File: config.mk
export PLATFORM = sky130hd
export DESIGN_NAME = vcdl_delay_scanner
export DESIGN_NICKNAME = d
export VERILOG_FILES = /design/src/rtl/vcdl_delay_scanner.sv
export SDC_FILE = /design/constraint.sdc
export NUM_CORES = 1
export LEC_CHECK = 0
export ABC_AREA = 0
export ABC_CLOCK_PERIOD_IN_PS = 3500
export CAP_MARGIN = 20
export CELL_PAD_IN_SITES_DETAIL_PLACEMENT = 0
export CELL_PAD_IN_SITES_GLOBAL_PLACEMENT = 1
export CORE_ASPECT_RATIO = 1.2
export CORE_UTILIZATION = 42
export DETAILED_ROUTE_END_ITERATION = 16
export PLACE_DENSITY_LB_ADDON = 0.05
export SETUP_SLACK_MARGIN = 0.02
export SLEW_MARGIN = 40
export SYNTH_ARGS = -nofsm -noshare
export SYNTH_HDL_FRONTEND = slang
export SYNTH_SLANG_ARGS = --single-unit
File: constraint.sdc
create_clock -name sysclk_i -period 3.5 [get_ports sysclk_i]
set_input_delay 0.525 -clock sysclk_i [delete_from_list [all_inputs] [get_ports sysclk_i]]
set_output_delay 0.525 -clock sysclk_i [all_outputs]
set_load 0.05 [all_outputs]
File: src/rtl/vcdl_delay_scanner.sv
// -----------------------------------------------------------------------------
// vcdl_delay_scanner
//
// Automatic delay calibrator for NUM_CH VCDL channels. Each channel's IDELAY
// tap is swept upward from 0. At every tap the synchronised feedback bit is
// majority-sampled. The sweep stops at the first 0->1 transition, and the
// channel is then loaded with edge+EDGE_OFFSET, saturated to the top tap.
// While idle, a manual path can load any channel directly. delay_o/load_o drive
// IDELAYE2 CNTVALUEIN/LD directly.
//
// Ports
//   sysclk_i       sole clock
//   rst_n_i        asynchronous active-low reset
//   start_i        pulse: scan all channels (accepted in IDLE only)
//   manual_load_i  pulse: load manual_delay_i into manual_ch_i (IDLE only)
//   manual_ch_i    manual target channel; values >= NUM_CH are ignored
//   manual_delay_i manual tap value
//   fb_q_i         VCDL feedback bits, already synchronised to sysclk_i
//   delay_o        per-channel CNTVALUEIN, ch c = [c*TAP_BITS +: TAP_BITS]
//   load_o         per-channel LD strobe, one-cycle pulses, at most one high
//   edge_tap_o     edge tap found per channel in the last scan (0 on fail)
//   fail_o         sticky per channel: no edge found in the last scan
//   busy_o         high from the cycle after start accept until DONE
//   done_o         one-cycle pulse at scan completion
// -----------------------------------------------------------------------------
module vcdl_delay_scanner #(
    parameter int NUM_CH        = 4,
    parameter int TAP_BITS      = 5,
    parameter int SETTLE_CYCLES = 8,
    parameter int LOG2_NSAMP    = 4,
    parameter int EDGE_OFFSET   = 6
) (
    input  logic                         sysclk_i,
    input  logic                         rst_n_i,
    input  logic                         start_i,
    input  logic                         manual_load_i,
    input  logic [3:0]                   manual_ch_i,
    input  logic [TAP_BITS-1:0]          manual_delay_i,
    input  logic [NUM_CH-1:0]            fb_q_i,
    output logic [NUM_CH*TAP_BITS-1:0]   delay_o,
    output logic [NUM_CH-1:0]            load_o,
    output logic [NUM_CH*TAP_BITS-1:0]   edge_tap_o,
    output logic [NUM_CH-1:0]            fail_o,
    output logic                         busy_o,
    output logic                         done_o
);

    localparam int NSAMP   = 1 << LOG2_NSAMP;
    localparam int CNT_MAX = (SETTLE_CYCLES > NSAMP) ? SETTLE_CYCLES : NSAMP;
    localparam int CNT_W   = $clog2(CNT_MAX + 1);

    localparam logic [TAP_BITS-1:0]   TAP_MAX     = {TAP_BITS{1'b1}};
    localparam logic [CNT_W-1:0]      SETTLE_LAST = CNT_W'(SETTLE_CYCLES - 1);
    localparam logic [CNT_W-1:0]      SAMPLE_LAST = CNT_W'(NSAMP - 1);
    localparam logic [LOG2_NSAMP:0]   HALF_NSAMP  = (LOG2_NSAMP + 1)'(NSAMP / 2);
    localparam logic [3:0]            LAST_CH     = 4'(NUM_CH - 1);
    localparam logic [4:0]            NUM_CH_W    = 5'(NUM_CH);
    localparam logic [TAP_BITS:0]     OFFSET_W    = (TAP_BITS + 1)'(EDGE_OFFSET);

    typedef enum logic [2:0] {
        S_IDLE   = 3'd0,
        S_LOAD   = 3'd1,
        S_SETTLE = 3'd2,
        S_SAMPLE = 3'd3,
        S_EVAL   = 3'd4,
        S_APPLY  = 3'd5,
        S_DONE   = 3'd6
    } state_t;

    // Final load value: edge + offset evaluated one bit wider so an overflow
    // saturates to the top tap instead of wrapping to a small delay.
    function automatic logic [TAP_BITS-1:0] sat_add_offset(input logic [TAP_BITS-1:0] edge_tap);
        logic [TAP_BITS:0] sum;
        sum = {1'b0, edge_tap} + OFFSET_W;
        if (sum > {1'b0, TAP_MAX}) begin
            sat_add_offset = TAP_MAX;
        end else begin
            sat_add_offset = sum[TAP_BITS-1:0];
        end
    endfunction

    // Registered state
    state_t                        r_state;
    logic [3:0]                    r_ch;
    logic [TAP_BITS-1:0]           r_tap;
    logic [CNT_W-1:0]              r_cnt;
    logic [LOG2_NSAMP:0]           r_ones;
    logic                          r_prev;
    logic [NUM_CH*TAP_BITS-1:0]    r_delay;
    logic [NUM_CH-1:0]             r_load;
    logic [NUM_CH*TAP_BITS-1:0]    r_edge_tap;
    logic [NUM_CH-1:0]             r_fail;
    logic                          r_busy;
    logic                          r_done;

    // Next-state values
    state_t                        w_state_nxt;
    logic [3:0]                    w_ch_nxt;
    logic [TAP_BITS-1:0]           w_tap_nxt;
    logic [CNT_W-1:0]              w_cnt_nxt;
    logic [LOG2_NSAMP:0]           w_ones_nxt;
    logic                          w_prev_nxt;
    logic [NUM_CH*TAP_BITS-1:0]    w_delay_nxt;
    logic [NUM_CH-1:0]             w_load_nxt;
    logic [NUM_CH*TAP_BITS-1:0]    w_edge_tap_nxt;
    logic [NUM_CH-1:0]             w_fail_nxt;
    logic                          w_busy_nxt;
    logic                          w_done_nxt;

    // Single write port into the per-channel output arrays
    logic                          w_wr_en;
    logic [3:0]                    w_wr_ch;
    logic [TAP_BITS-1:0]           w_wr_val;
    logic                          w_edge_wr;
    logic [TAP_BITS-1:0]           w_edge_val;
    logic                          w_fail_set;
    logic                          w_clear;
    logic [NUM_CH-1:0]             w_wr_oh;

    // Feedback of the channel under scan, and the majority decision
    logic [NUM_CH-1:0]             w_fb_shift;
    logic                          w_fb_bit;
    logic                          w_bit;

    assign w_fb_shift = fb_q_i >> r_ch;
    assign w_fb_bit   = w_fb_shift[0];
    // A tie (exactly half ones) resolves to 1.
    assign w_bit      = (r_ones >= HALF_NSAMP);

    // Next-state and write-port control for the scan FSM.
    always_comb begin
        w_state_nxt = r_state;
        w_ch_nxt    = r_ch;
        w_tap_nxt   = r_tap;
        w_cnt_nxt   = r_cnt;
        w_ones_nxt  = r_ones;
        w_prev_nxt  = r_prev;
        w_busy_nxt  = r_busy;
        w_done_nxt  = 1'b0;
        w_wr_en     = 1'b0;
        w_wr_ch     = r_ch;
        w_wr_val    = r_tap;
        w_edge_wr   = 1'b0;
        w_edge_val  = {TAP_BITS{1'b0}};
        w_fail_set  = 1'b0;
        w_clear     = 1'b0;

        case (r_state)
            S_IDLE: begin
                if (start_i) begin
                    // Start wins over a simultaneous manual request.
                    w_clear     = 1'b1;
                    w_ch_nxt    = 4'd0;
                    w_tap_nxt   = {TAP_BITS{1'b0}};
                    w_prev_nxt  = 1'b0;
                    w_busy_nxt  = 1'b1;
                    w_wr_en     = 1'b1;
                    w_wr_ch     = 4'd0;
                    w_wr_val    = {TAP_BITS{1'b0}};
                    w_state_nxt = S_LOAD;
                end else if (manual_load_i && ({1'b0, manual_ch_i} < NUM_CH_W)) begin
                    w_wr_en     = 1'b1;
                    w_wr_ch     = manual_ch_i;
                    w_wr_val    = manual_delay_i;
                    w_state_nxt = S_IDLE;
                end else begin
                    w_state_nxt = S_IDLE;
                end
            end

            S_LOAD: begin
                w_cnt_nxt   = {CNT_W{1'b0}};
                w_state_nxt = S_SETTLE;
            end

            S_SETTLE: begin
                if (r_cnt == SETTLE_LAST) begin
                    w_cnt_nxt   = {CNT_W{1'b0}};
                    w_ones_nxt  = {(LOG2_NSAMP + 1){1'b0}};
                    w_state_nxt = S_SAMPLE;
                end else begin
                    w_cnt_nxt   = r_cnt + CNT_W'(1'b1);
                    w_state_nxt = S_SETTLE;
                end
            end

            S_SAMPLE: begin
                w_ones_nxt = r_ones + (LOG2_NSAMP + 1)'(w_fb_bit);
                if (r_cnt == SAMPLE_LAST) begin
                    w_state_nxt = S_EVAL;
                end else begin
                    w_cnt_nxt   = r_cnt + CNT_W'(1'b1);
                    w_state_nxt = S_SAMPLE;
                end
            end

            S_EVAL: begin
                // A rise seen at tap 0 has no predecessor, so it never counts.
                if ((r_tap != {TAP_BITS{1'b0}}) && !r_prev && w_bit) begin
                    w_edge_wr   = 1'b1;
                    w_edge_val  = r_tap;
                    w_wr_en     = 1'b1;
                    w_wr_val    = sat_add_offset(r_tap);
                    w_state_nxt = S_APPLY;
                end else begin
                    w_prev_nxt = w_bit;
                    if (r_tap == TAP_MAX) begin
                        w_fail_set  = 1'b1;
                        w_edge_wr   = 1'b1;
                        w_edge_val  = {TAP_BITS{1'b0}};
                        w_wr_en     = 1'b1;
                        w_wr_val    = {TAP_BITS{1'b0}};
                        w_state_nxt = S_APPLY;
                    end else begin
                        w_tap_nxt   = r_tap + TAP_BITS'(1'b1);
                        w_wr_en     = 1'b1;
                        w_wr_val    = r_tap + TAP_BITS'(1'b1);
                        w_state_nxt = S_LOAD;
                    end
                end
            end

            S_APPLY: begin
                if (r_ch == LAST_CH) begin
                    w_busy_nxt  = 1'b0;
                    w_done_nxt  = 1'b1;
                    w_state_nxt = S_DONE;
                end else begin
                    w_ch_nxt    = r_ch + 4'd1;
                    w_tap_nxt   = {TAP_BITS{1'b0}};
                    w_prev_nxt  = 1'b0;
                    w_wr_en     = 1'b1;
                    w_wr_ch     = r_ch + 4'd1;
                    w_wr_val    = {TAP_BITS{1'b0}};
                    w_state_nxt = S_LOAD;
                end
            end

            S_DONE: begin
                w_state_nxt = S_IDLE;
            end

            default: begin
                w_busy_nxt  = 1'b0;
                w_state_nxt = S_IDLE;
            end
        endcase
    end

    // Apply the write port to the per-channel delay, load, edge and fail arrays.
    always_comb begin
        // A channel index past NUM_CH shifts out to an all-zero select.
        w_wr_oh        = NUM_CH'(1'b1) << w_wr_ch;
        w_delay_nxt    = r_delay;
        w_load_nxt     = {NUM_CH{1'b0}};
        w_edge_tap_nxt = w_clear ? {(NUM_CH * TAP_BITS){1'b0}} : r_edge_tap;
        w_fail_nxt     = w_clear ? {NUM_CH{1'b0}} : r_fail;
        for (int c = 0; c < NUM_CH; c++) begin
            if (w_wr_oh[c] && w_wr_en) begin
                w_delay_nxt[c*TAP_BITS +: TAP_BITS] = w_wr_val;
                w_load_nxt[c]                       = 1'b1;
            end else begin
                w_load_nxt[c] = 1'b0;
            end
            if (w_wr_oh[c] && w_edge_wr) begin
                w_edge_tap_nxt[c*TAP_BITS +: TAP_BITS] = w_edge_val;
                w_fail_nxt[c]                          = w_fail_set;
            end else begin
                w_fail_nxt[c] = w_fail_nxt[c];
            end
        end
    end

    // State and output registers; reset aborts any scan and zeroes all outputs.
    always_ff @(posedge sysclk_i or negedge rst_n_i) begin
        if (!rst_n_i) begin
            r_state    <= S_IDLE;
            r_ch       <= 4'd0;
            r_tap      <= {TAP_BITS{1'b0}};
            r_cnt      <= {CNT_W{1'b0}};
            r_ones     <= {(LOG2_NSAMP + 1){1'b0}};
            r_prev     <= 1'b0;
            r_delay    <= {(NUM_CH * TAP_BITS){1'b0}};
            r_load     <= {NUM_CH{1'b0}};
            r_edge_tap <= {(NUM_CH * TAP_BITS){1'b0}};
            r_fail     <= {NUM_CH{1'b0}};
            r_busy     <= 1'b0;
            r_done     <= 1'b0;
        end else begin
            r_state    <= w_state_nxt;
            r_ch       <= w_ch_nxt;
            r_tap      <= w_tap_nxt;
            r_cnt      <= w_cnt_nxt;
            r_ones     <= w_ones_nxt;
            r_prev     <= w_prev_nxt;
            r_delay    <= w_delay_nxt;
            r_load     <= w_load_nxt;
            r_edge_tap <= w_edge_tap_nxt;
            r_fail     <= w_fail_nxt;
            r_busy     <= w_busy_nxt;
            r_done     <= w_done_nxt;
        end
    end

    assign delay_o    = r_delay;
    assign load_o     = r_load;
    assign edge_tap_o = r_edge_tap;
    assign fail_o     = r_fail;
    assign busy_o     = r_busy;
    assign done_o     = r_done;

endmodule

Word level (Yosys, flattened, before mapping). Cells that the tools add are included.

Flip-flop bits (word level): 73. Latch bits: 0. RAM bits: 0. Bits in read-only memories: 0. Output and inout bits: 50. Memories kept: 0.

Add/sub/neg operators: 5. $mul: 0. Divide/modulo/power cells: 0. $lt $le $gt $ge: 3. Eq/ne operators: 17. Shift operators: 2. Mux-type cells: 65. Bitwise operators: 1. Reduce and logical (&&, ||, !) cells: 29.

Operators with widths (count): 2-to-1 mux 5 bit (18); case mux 5 bit (3 select lines) (3); 2-to-1 mux 1 bit (27); 2-to-1 mux 20 bit (1); 2-to-1 mux 4 bit (5); case mux 3 bit (6 select lines) (1); case mux 4 bit (2 select lines) (2); != test 2 bit, second input constant (7); 2-to-1 mux 3 bit (4); nonzero test 2 bit (6); logical AND 1 bit (11); adder 5 x 1 -> 5 bit, second input constant (2); case mux 5 bit (2 select lines) (1); == test 3 bit, second input constant (3); case mux 1 bit (3 select lines) (3); AND reduction 4 bit (2); adder 5 x 3 -> 6 bit, second input constant (1); == test 3 x 2 -> 1 bit, second input constant (2); greater-than comparator 6 x 5 -> 1 bit, second input constant (1); AND reduction 2 bit (3); nonzero test 3 bit (2); adder 5 x 1 -> 5 bit (1); == test 5 x 3 -> 1 bit, second input constant (1); == test 5 x 4 -> 1 bit, second input constant (1); other kinds (14) (14).

Logic depth before layout (Yosys ltp). Gate-level depths: netlist of the first run.

Depth in word-level cells: 8. Gate-level depth with buffers: 9.

Least setup slack after synthesis of the first run. OpenSTA, ideal clock, no wires.

Kind: input to register. Start: input port manual_ch_i[3]. End: register r_delay[0], in the netlist delay_o[0]. Data arrival time: 2.565 ns. Required time: 3.375 ns. Setup slack: 0.810 ns. Stages: 6. Path through: or3b_4 > a221o_2 > a221oi_4 > nand3_4 > nor2_8 > mux2_4.

Word-level cells in the longest chain between the ends: 7. Elaborated cells on any way between the ends: 13.

RTL lines: start: declaration (RTL line 37) `input logic [3:0] manual_ch_i,`; less-than comparator 4 x 3 -> 1 bit (RTL line 161) `end else if (manual_load_i && ({1'b0, manual_ch_i} < NUM_CH_W)) begin`; logical AND 1 bit (RTL line 161); 2-to-1 mux 4 bit (RTL line 161); 2-to-1 mux 4 bit (RTL line 150) `if (start_i) begin`; case mux 4 bit (2 select lines) (RTL line 148) `case (r_state)`; left shift 1 x 4 -> 4 bit (RTL line 253) `w_wr_oh = NUM_CH'(1'b1) << w_wr_ch;`; logical AND 1 bit (RTL line 259) `if (w_wr_oh[c] && w_wr_en) begin`; end signal: assignment (RTL line 283) `r_delay <= {(NUM_CH * TAP_BITS){1'b0}};`; end signal: assignment (RTL line 296) `r_delay <= w_delay_nxt;`; end: declaration (RTL line 89) `logic [NUM_CH*TAP_BITS-1:0] r_delay;`.

Parallel ways exist; a longest one is shown, timed or not. A chain may end at the register's enable or synchronous reset.

Final worst setup path of the first run.
Start: register r_ch[1]. End: register r_delay[17], in the netlist delay_o[17].

Word-level cells in the longest chain between the ends: 5. Elaborated cells on any way between the ends: 12.

RTL lines: start: declaration (RTL line 84) `logic [3:0] r_ch;`; start signal: assignment (RTL line 291) `r_ch <= w_ch_nxt;`; adder 4 x 1 -> 4 bit (tied with other cells) (RTL line 233) `w_wr_ch = r_ch + 4'd1;`; 2-to-1 mux 4 bit, on equally long branches; case mux 4 bit (2 select lines) (RTL line 148); left shift 1 x 4 -> 4 bit (RTL line 253); logical AND 1 bit (RTL line 259).

Parallel ways exist; a longest one is shown, timed or not.

==> summary.md, run 1 <==
| Metric | Value |
|---|---|
| Fin. Hold Viols | 0 |
| WHS | 198 ps |
| Switching Share | roughly 22% |
| Post-route ant nets | 0 |
| Die Span Y | about 110 um |
| Max-Cap Viols | 0 |
| Power Density | 332 mW/mm^2 |
| Peak Freq | approximately 0.33 GHz |
| Worst EP arrival | about 3300 ps |
| Hold-fix buffers, CTS | 0 |
| Most used flip-flop cell after synthesis | dfrtp_1 |
| Adder-Cell Fraction of Synth Area | 3.27% |
| IO Port Bufs | between 60 and 70 |
| Slowest cell delay on critical path | about 510 ps |
| Final wirelength | approximately 9.3 mm |
| Avg Inst Size Synth | 11.2 sq um |
| First-pass GRT wire length | roughly 15 mm |
| Synth top area cells | dfrtp_1 48%, a22o_1 5.9%, mux2_4 3.9% |
| Startpoint Class | flop |
| Layout cells sized above 1 | around 17% |
| Setup_tns | 0 ps |
| Register area share after synthesis | a little under half |
| Top-count cell post-synth | dfrtp_1 |
| Compound-Gate Fraction of Synth Area | 20.5% |
| Max clock buf depth | 2 |
| GP Congestion | between 0.8 and 0.9 |
| Clock Pin Slew Worst Setup and Hold Paths | about 80 ps |
| CTS tree | yes |
| Critical path, cell by cell | ha_1, nor3b_1, nand2_1, inv_1, a221o_1, o21ai_1, nor2_4, mux2_2 |
| Internal | about 1300 uW |
| Die Area | around 0.0095 sq mm |
| Final cycle utilization of the critical path | 87.7% |
| Clk root buf | clkbuf_8 |
| FF-to-FF setup slack | approximately 430 ps |
| Share of the synthesized area in the top cell type | 47.7% |
| Worst Path Buf+Inv | 1 |
| Drt initial violations | around 150 |
| Core ar. | slightly below 0.009 sq mm |
| Relative slew margins | between 50% and 60% |
| DPL Wire Length | between 6 and 7 mm |
| RSZ-0062 raised after global routing | false |
| Vias | roughly 2900 |
| Global route total overflow | 0 |
| Sequential share of power | a little over half |
| Post-synth top area cell | dfrtp_1 |
| Peak supply drop | roughly 0.18 mV |
| Slowest CP cell | dfrtp_1 |
| CP Capture Type | flop |
| Routed wire per std cell | 17.2 um |
| Async S/R FF share, synth | 100% |
| Combinational share of power | 2.5% |
| Skew-Pair Late Insertion Delay | 350 ps |
| YS warnings | 0 |
| Hold Crit Class | primary input to async pin |
| Starting Density | about 44% |
| Vias in the first global route | approximately 3000 |
| Post-synth EDFFs | 0 |
| Antenna violations before repair | 0 |
| Leak Pwr | between 0.002 and 0.0025 uW |
| Outcome | complete, no violations |
| Mux cell area share after synthesis | 8.56% |
| Psw | ~360 uW |
| Final nets | ~440 |
| Post_cts resized | 0 |
| Slew @ Worst Pin | 666 ps |
| Die X | about 89 um |
| Fin crit period | just over 3000 ps |
| Crit path max-delay family | simple AND/OR/NAND/NOR gates |
| Clk_skew | 11.2 ps |
| Main combinational cell family by area after synthesis | compound AO/OA/AOI/OAI gates |
| Post-Synth Simple-Gate Area | roughly 16% |
| Layout fillers | 832 |
| Layout area overhead | 27.2% |
| Flops & latches, synth | 73 |
| H-Tree Depth | 3 |
| Total GRT Usage | roughly a fifth |
| Util after Layout | 56.0% |
| DRC violations left | 0 |
| Drt via density | between 5 and 6 |
| Count of final setup violators | 0 |
| Rows | 37 |
| Clock share of power | 45.4% |
| Mapped Nets | 370 |
| Post-Synth XOR/XNOR Area | around 1.1% |
| Area of the mapped netlist | 0.00383 sq mm |
| WP data required | approximately 3700 ps |
| Largest net degree at the start of global routing | 29 |
| Final Slew Violations | 0 |
| DRT Pass-1 Iters | 4 |
| Postcts setup bufs | 0 |
| CP Max Fanout | 8 |
| Number of I/O pins | 67 |
| Synth Instances | between 300 and 400 |
| WS Path Type | flop to flop |
| Clk sinks | 73 |
| Total CTS buffers | 9 |
| Most frequent cells after synthesis | 73 x dfrtp_1, 31 x nand2_1, 26 x a22o_1 |
| Diodes inserted | 0 |
| Post-synth cell types | 63 |
[per-layer routing]
| metal | track usage (%) | vias up | wire length [um] |
|---|---|---|---|
| met2 | 35.8 | 68 | 4660 |
| met5 | 0 | - | 0 |
| met4 | 6.24 | 0 | 129 |
| met1 | 27.9 | 1436 | 4140 |
| met3 | 3.93 | 9 | 356 |
| li1 | - | 1426 | - |
[logic make-up after synthesis]
group                    after synthesis
adder cells (fa/ha/maj)               10
buffers and inverters                 28
multiplexers                          25
XOR/XNOR                               5
AO/OA/AOI/OAI                        101
AND/OR/NAND/NOR                      101
flip-flops                            73
[flip-flops by register name, summed over array words and instances, names as in the netlist]
name	count
edge_tap_o	20
delay_o	20
load_o	4
r_cnt	5
busy_o	1
r_prev	1
r_ch	4
r_tap	5
done_o	1
fail_o	4
r_ones	5
r_state	3
[layout make-up]
class,count,area [sq um],area share (%)
repair buffers,79,753,15.5
well taps,117,146,3.00
multi-input cells,242,1890,38.7
clock buffers,9,124,2.54
clock inverters,6,92.6,1.90
inverters,12,45.0,0.924
flip-flops and latches,73,1830,37.5
[power by group through the flow]
stage               combinational (uW)  clock [uW]  sequential, uW
floorplan                         4.05           0             860
global placement                  42.4           0             859
detailed placement                42.7           0             859
CTS                               42.7         752             843
global route                      46.1         783             843
finish                            41.2         735             843
[through the flow]
step	setup WS, ps	power [uW]	std cells	cell area (sq um)
finish	431	1620	538	4870
global route	201	1670	538	4870
CTS	398	1640	538	4870
detailed placement	249	902	523	4660
global placement	276	902	523	4660
floorplan	810	864	343	3830
[path summary, 6_finish.rpt]
kind / from / to / depth (start not counted)
worst max-delay path: r_ch[1]$_DFFE_PN0P_ / delay_o[17]$_DFFE_PN0P_ / 8
worst min-delay path: rst_n_i / edge_tap_o[1]$_DFFE_PN0P_ / 1
worst max register to register: r_ch[1]$_DFFE_PN0P_ / delay_o[17]$_DFFE_PN0P_ / 8
worst min register to register: delay_o[7]$_DFFE_PN0P_ / delay_o[7]$_DFFE_PN0P_ / 1
max in group asynchronous: rst_n_i / delay_o[0]$_DFFE_PN0P_ / 2
min in group sysclk_i: delay_o[7]$_DFFE_PN0P_ / delay_o[7]$_DFFE_PN0P_ / 1
[cell usage in the layout, fill, tap and decap left out, types with 3 or more instances in the layout]
cell and count:
dfrtp_1 73, clkdlybuf4s50_1 65, nand2_1 31, a22o_1 26, o21ai_0 23, nor2_1 21, a21oi_1 16, buf_4 13
inv_1 12, mux2_4 10, ha_1 10, mux2_2 9, clkbuf_8 9, nor3_1 5, nand3_1 5, a221o_1 5
a22oi_1 5, and3_1 4, nor3b_1 3, nand3b_1 3, xnor2_1 3, nor2_4 3, nand2b_1 3, mux2_1 3
[worst reg2reg max path: cells and delay by family (launching register included)]
family	cells	cell delay (ps)
buf+inv	1	210
simple gates	3	1000
flops	1	510
fa+ha+maj	1	290
mux	1	360
compound gates	2	600
No activity file was read; power rests on OpenSTA's default activity.
==> run 2, diff against run 1 <==
Settings changed: CTS_CLUSTER_DIAMETER set to 50.
==> results of run 2 <==
Final layout, timing and power as in run 1 (identical DEF).
